**config.mk**
```make
export PLATFORM = sky130hd
export DESIGN_NAME = multicycle_control
export DESIGN_NICKNAME = d
export VERILOG_FILES = /design/src/rtl/multicycle_control.sv
export SDC_FILE = /design/constraint.sdc
export NUM_CORES = 1
export LEC_CHECK = 0
export CAP_MARGIN = 10
export CELL_PAD_IN_SITES_DETAIL_PLACEMENT = 1
export CELL_PAD_IN_SITES_GLOBAL_PLACEMENT = 1
export CORE_MARGIN = 2
export CORE_UTILIZATION = 44
export DETAILED_ROUTE_END_ITERATION = 16
export DONT_BUFFER_PORTS = 1
export GPL_ROUTABILITY_DRIVEN = 0
export HOLD_SLACK_MARGIN = 0.03
export PLACE_DENSITY_LB_ADDON = 0.3
export SYNTH_ARGS = -nofsm -noshare
export SYNTH_HDL_FRONTEND = slang
export SYNTH_SLANG_ARGS = --single-unit
```
**constraint.sdc**
```tcl
create_clock -name clk -period 1.8 [get_ports clk]
set_input_delay 0.27 -clock clk [delete_from_list [all_inputs] [get_ports clk]]
set_output_delay 0.27 -clock clk [all_outputs]
set_load 0.005 [all_outputs]
```
**src/rtl/multicycle_control.sv**
```systemverilog
// Multicycle RISC-V control unit: Moore FSM sequencing fetch/decode/execute/memory/writeback,
// with the ALU operation decoded from the opcode and function fields.
module multicycle_control (
  input  logic       clk,
  input  logic       reset,
  input  logic [6:0] op,
  input  logic [2:0] funct3,
  input  logic       funct7b5,
  input  logic       zero,
  output logic       pc_write,
  output logic       adr_src,
  output logic       mem_write,
  output logic       ir_write,
  output logic       reg_write,
  output logic [1:0] result_src,
  output logic [1:0] alu_src_a,
  output logic [1:0] alu_src_b,
  output logic [1:0] imm_src,
  output logic [2:0] alu_control,
  output logic [3:0] state
);

  typedef enum logic [3:0] {
    S_FETCH    = 4'd0,
    S_DECODE   = 4'd1,
    S_MEMADR   = 4'd2,
    S_MEMREAD  = 4'd3,
    S_MEMWB    = 4'd4,
    S_MEMWRITE = 4'd5,
    S_EXECUTER = 4'd6,
    S_ALUWB    = 4'd7,
    S_EXECUTEI = 4'd8,
    S_JAL      = 4'd9,
    S_BEQ      = 4'd10
  } state_t;

  localparam logic [6:0] OP_LW   = 7'b0000011;
  localparam logic [6:0] OP_SW   = 7'b0100011;
  localparam logic [6:0] OP_R    = 7'b0110011;
  localparam logic [6:0] OP_I    = 7'b0010011;
  localparam logic [6:0] OP_BEQ  = 7'b1100011;
  localparam logic [6:0] OP_JAL  = 7'b1101111;

  typedef struct packed {
    logic       pc_update;
    logic       branch;
    logic       adr_src;
    logic       mem_write;
    logic       ir_write;
    logic       reg_write;
    logic [1:0] result_src;
    logic [1:0] alu_src_a;
    logic [1:0] alu_src_b;
    logic [1:0] alu_op;
  } ctrl_t;

  function automatic ctrl_t ctrl_for(input state_t s);
    ctrl_t c;
    c = '0;
    case (s)
      S_FETCH: begin
        c.ir_write = 1'b1; c.alu_src_b = 2'b10; c.result_src = 2'b10; c.pc_update = 1'b1;
      end
      S_DECODE:   begin c.alu_src_a = 2'b01; c.alu_src_b = 2'b01; end
      S_MEMADR:   begin c.alu_src_a = 2'b10; c.alu_src_b = 2'b01; end
      S_EXECUTEI: begin c.alu_src_a = 2'b10; c.alu_src_b = 2'b01; c.alu_op = 2'b10; end
      S_MEMREAD:  begin c.result_src = 2'b00; c.adr_src = 1'b1; end
      S_MEMWRITE: begin c.result_src = 2'b00; c.adr_src = 1'b1; c.mem_write = 1'b1; end
      S_MEMWB:    begin c.result_src = 2'b01; c.reg_write = 1'b1; end
      S_ALUWB:    begin c.result_src = 2'b00; c.reg_write = 1'b1; end
      S_EXECUTER: begin c.alu_src_a = 2'b10; c.alu_src_b = 2'b00; c.alu_op = 2'b10; end
      S_JAL: begin
        c.alu_src_a = 2'b01; c.alu_src_b = 2'b10; c.result_src = 2'b00; c.pc_update = 1'b1;
      end
      S_BEQ: begin
        c.alu_src_a = 2'b10; c.alu_src_b = 2'b00; c.alu_op = 2'b01; c.branch = 1'b1;
      end
      default: c = '0;
    endcase
    return c;
  endfunction

  // op[5] distinguishes R-type from I-ALU, so addi never turns into a subtract.
  function automatic logic [2:0] alu_decode(input logic [1:0] alu_op, input logic [2:0] f3,
                                            input logic op5, input logic f7b5);
    logic [2:0] r;
    r = 3'b000;
    case (alu_op)
      2'b01: r = 3'b001;
      2'b10: begin
        case (f3)
          3'b000:  r = (op5 & f7b5) ? 3'b001 : 3'b000;
          3'b010:  r = 3'b101;
          3'b110:  r = 3'b011;
          3'b111:  r = 3'b010;
          default: r = 3'b000;
        endcase
      end
      default: r = 3'b000;
    endcase
    return r;
  endfunction

  state_t state_q;
  state_t state_nxt;
  ctrl_t  ctrl_q;

  always_comb begin
    state_nxt = S_FETCH;
    case (state_q)
      S_FETCH: state_nxt = S_DECODE;
      S_DECODE: begin
        case (op)
          OP_LW, OP_SW: state_nxt = S_MEMADR;
          OP_R:         state_nxt = S_EXECUTER;
          OP_I:         state_nxt = S_EXECUTEI;
          OP_JAL:       state_nxt = S_JAL;
          OP_BEQ:       state_nxt = S_BEQ;
          default:      state_nxt = S_FETCH;
        endcase
      end
      S_MEMADR:   state_nxt = (op == OP_LW) ? S_MEMREAD : S_MEMWRITE;
      S_MEMREAD:  state_nxt = S_MEMWB;
      S_EXECUTER, S_EXECUTEI, S_JAL: state_nxt = S_ALUWB;
      default:    state_nxt = S_FETCH;
    endcase
  end

  // Control word is registered alongside the state, precomputed from the next state.
  always_ff @(posedge clk or posedge reset) begin
    if (reset) begin
      state_q <= S_FETCH;
      ctrl_q  <= ctrl_for(S_FETCH);
    end else begin
      state_q <= state_nxt;
      ctrl_q  <= ctrl_for(state_nxt);
    end
  end

  assign pc_write    = ctrl_q.pc_update | (ctrl_q.branch & zero);
  assign adr_src     = ctrl_q.adr_src;
  assign mem_write   = ctrl_q.mem_write;
  assign ir_write    = ctrl_q.ir_write;
  assign reg_write   = ctrl_q.reg_write;
  assign result_src  = ctrl_q.result_src;
  assign alu_src_a   = ctrl_q.alu_src_a;
  assign alu_src_b   = ctrl_q.alu_src_b;
  assign alu_control = alu_decode(ctrl_q.alu_op, funct3, op[5], funct7b5);
  assign state       = state_q;

  always_comb begin
    case (op)
      OP_SW:   imm_src = 2'b01;
      OP_BEQ:  imm_src = 2'b10;
      OP_JAL:  imm_src = 2'b11;
      default: imm_src = 2'b00;
    endcase
  end

endmodule

```
==> flow_metrics.env <==
export IMPL_synth_async_sr_flop_share_pct=100
export IMPL_clock_skew_ns=0.00116
export IMPL_yosys_area_top_type="sky130_fd_sc_hd__dfrtp_1"
export IMPL_clk_transition_reported_paths_ns=0.09
export IMPL_worst_setup_path_type="flip-flop to flip-flop"
export IMPL_run_status="finished clean"
export IMPL_ys_seq_elements=16
export IMPL_final_period_minus_worst_setup_slack_ns=1.73
export IMPL_layout_drive_gt1_share_pct=21.3
export IMPL_final_cell_area_um2=992
export IMPL_finalNetCount=111
export IMPL_relSlewSlack_pct=61.7
export IMPL_data_arrival_time_of_the_critical_path_ns=1.95
export IMPL_grt_pass1_vias=683
export IMPL_synthTopCellsByArea="sky130_fd_sc_hd__dfrtp_1 (38%), sky130_fd_sc_hd__dfstp_2 (5.7%), sky130_fd_sc_hd__buf_4 (4.9%), sky130_fd_sc_hd__nor3_1 (3.3%), sky130_fd_sc_hd__inv_1 (3.3%)"
export IMPL_yosysWarnings=0
export IMPL_drt_pass1_iter_count=3
export IMPL_floorplan_initialDensity_pct=47.1
export IMPL_grt_remaining_overflow=0
export IMPL_synth_enable_flop_cells=0
export IMPL_power_static_leakage_uw=0.000457
export IMPL_reg2reg_setup_slack_ns=0.07
export IMPL_startpoint_type="flip-flop"
export IMPL_dieArea_mm2=0.00248
export IMPL_final_setup_viols=0
export IMPL_synthMostInstantiatedCell="sky130_fd_sc_hd__dfrtp_1"
export IMPL_worst_slew_pin_transition_ns=0.573
export IMPL_path_cells="or4_4 -> o21a_1 -> o31ai_4 -> nand3b_1 -> a21oi_2"
export IMPL_seq_area_frac_synth_pct=43.6
export IMPL_sequential_cell_area_um2=404
export IMPL_required_time_of_the_critical_path_ns=2.02
export IMPL_fmax_mhz=579
export IMPL_drv_max_cap_violation_count=0
export IMPL_detail_route_antenna_nets=0
export IMPL_placedInstanceArea_um2=920
export IMPL_cts_tree="built"
export IMPL_first_pass_grt_wire_length_mm=3.35
export IMPL_utilization_pct=50.6
export IMPL_cp_endpoint="ctrl_q[13]"
export IMPL_wl_per_cell_um=17.5
export IMPL_synth_ff_type="sky130_fd_sc_hd__dfrtp_1"
export IMPL_die_w_um=49.8
export IMPL_ioPinCount=34
export IMPL_ff2ff_path_depth=5
export IMPL_antenna_violations_before_repair=0
export IMPL_synth_cells=93
export IMPL_cts_inserted_buffers=3
export IMPL_cts_path_max_buffers=2
export IMPL_worst_hold_path_type="primary input to flip-flop"
export IMPL_drc=0
export IMPL_input_output_buffers=0
export IMPL_timing_max_transition_violations_final=0
export IMPL_crit_path_end_kind="flip-flop"
export IMPL_critPathLaunch="state[2]"
export IMPL_core_area_mm2=0.00196
export IMPL_timing_hold_violations_final=0
export IMPL_setup_repair_after_global_routing_missed_its_margin="yes"
export IMPL_peakVddDrop_mv=0.789
export IMPL_antenna_diode_count=0
export IMPL_die_h_um=49.8
export IMPL_syn_num_nets=109
export IMPL_h_tree_levels=1
export IMPL_tritoncts_num_sinks=16
export IMPL_ys_top_cells_by_count="sky130_fd_sc_hd__dfrtp_1 (14), sky130_fd_sc_hd__inv_1 (8), sky130_fd_sc_hd__nand2_1 (7)"
export IMPL_mappedNetlistArea_um2=923
export IMPL_wirelength_mm=2.12
export IMPL_crit_reg2reg_capture="ctrl_q[13]"
export IMPL_n_fill_cell=233
export IMPL_avgSynthCellArea_um2=9.93
export IMPL_drt_iter0_markers=3
export IMPL_critical_path_slowest_cell="sky130_fd_sc_hd__or4_4"
export IMPL_viasPerCell=5.55
export IMPL_cp_slowest_stage_delay_ns=0.49
export IMPL_power_density_mw_per_mm2=1010
export IMPL_insertion_delay_ns=0.28
export IMPL_cts_root_buf="sky130_fd_sc_hd__clkbuf_4"
export IMPL_vias=671
export IMPL_min_period_over_period_pct=95.9
export IMPL_worstPathMaxFanout=3
export IMPL_pin_count_of_the_biggest_net_entering_global_routing=17
export IMPL_post_dp_hpwl_mm=1.64
export IMPL_synthDominantCellAreaShare_pct=37.9
export IMPL_yosys_cell_types_count=40
export IMPL_crit_reg2reg_launch="state[2]"
export IMPL_multi_input_area_um2=439
export IMPL_groute_usage_overall_pct=18.4
export IMPL_p_r_area_growth_vs_syn_pct=7.45
export IMPL_row_count=16
logic make-up after synthesis:
kind of cell | synth area share, %
buffers and inverters | 10.2
AND/OR/NAND/NOR | 27.9
adder cells (fa/ha/maj) | 3.79
XOR/XNOR | 1.90
AO/OA/AOI/OAI | 12.6
flip-flops | 43.6
worst min-delay path by stage:
stage          slack, ns  start  cells after the start           end
3_5_place_dp        0.25  reset                      1     mem_write
6_report            0.07  op[6]                      1     ctrl_q[1]
3_3_place_gp        0.24  reset                      1  alu_src_b[0]
4_1_cts             0.06  op[6]                      1     ctrl_q[1]
5_1_grt             0.05  op[6]                      1     ctrl_q[1]
2_1_floorplan       0.18  reset                      1       adr_src
sequential cells by signal, indices dropped and copies added (netlist names):
name,flops
mem_write,1
alu_src_a,2
result_src,1
reg_write,1
adr_src,1
ir_write,1
state,4
ctrl_q,4
alu_src_b,1
repair_timing:
action / in CTS / in global routing
hold buffers: 1 / 0
buffers inserted: 0 / 1
endpoints found under the hold margin: 14 / 0
endpoints found under the setup margin: 0 / 2
gates resized for setup: 0 / 4
cell usage in the layout, fill, tap and decap left out, types with 2 or more instances in the layout:
master,instances
sky130_fd_sc_hd__o21ai_0,2
sky130_fd_sc_hd__dfrtp_1,13
sky130_fd_sc_hd__nand3b_1,2
sky130_fd_sc_hd__nor4_1,2
sky130_fd_sc_hd__dfstp_2,2
sky130_fd_sc_hd__nand2_1,7
sky130_fd_sc_hd__buf_4,3
sky130_fd_sc_hd__nand2b_1,2
sky130_fd_sc_hd__inv_1,8
sky130_fd_sc_hd__nand4b_1,2
sky130_fd_sc_hd__a31oi_1,2
sky130_fd_sc_hd__nor3_1,6
sky130_fd_sc_hd__nor2_1,6
sky130_fd_sc_hd__ha_1,2
sky130_fd_sc_hd__clkbuf_4,3
sky130_fd_sc_hd__or3_1,3
layout make-up:
cell class | instances | share of cell area, %
Clock buffer | 4 | 3.66
Inverter | 9 | 3.40
Multi-Input combinational cell | 60 | 44.3
Sequential cell | 16 | 40.7
Tap cell | 27 | 3.40
Timing Repair Buffer | 5 | 4.54
report_power, final:
part | internal [uW] | total [uW] | switching, uW | leakage [uW]
registers | 445 | 506 | 61.1 | 0.000208
logic | 126 | 261 | 135 | 0.000227
clock network | 123 | 231 | 108 | 0.0000210
total | 694 | 998 | 304 | 0.000457
per-stage QoR:
| stage | setup WS [ns] | std cells | hold slack, ns | setup TNS [ns] | total power, uW |
|---|---|---|---|---|---|
| floorplan | 0.133 | 93 | 0.182 | 0 | 750 |
| global placement | 0.156 | 115 | 0.237 | 0 | 726 |
| detailed placement | 0.115 | 115 | 0.253 | 0 | 740 |
| CTS | 0.0303 | 120 | 0.0595 | 0 | 975 |
| global route | -0.0154 | 121 | 0.0494 | -0.0275 | 1060 |
| finish | 0.0743 | 121 | 0.0663 | 0 | 998 |
critical path, delay by kind of cell, from the launching register on:
kind / cells / cell delay, ns
and+or+nand+nor: 2 / 0.62
AOI/OAI and AO/OA: 3 / 0.65
DFF: 1 / 0.40
layer usage:
metal	global-route usage (%)	vias to the layer above	share of wire, %
li1	-	322	-
met1	21.9	326	42
met2	32.0	19	53
met3	6.06	4	3.6
met4	4.17	0	0.90
met5	0	-	0
Note: power is estimated with default switching activity, not from simulation.
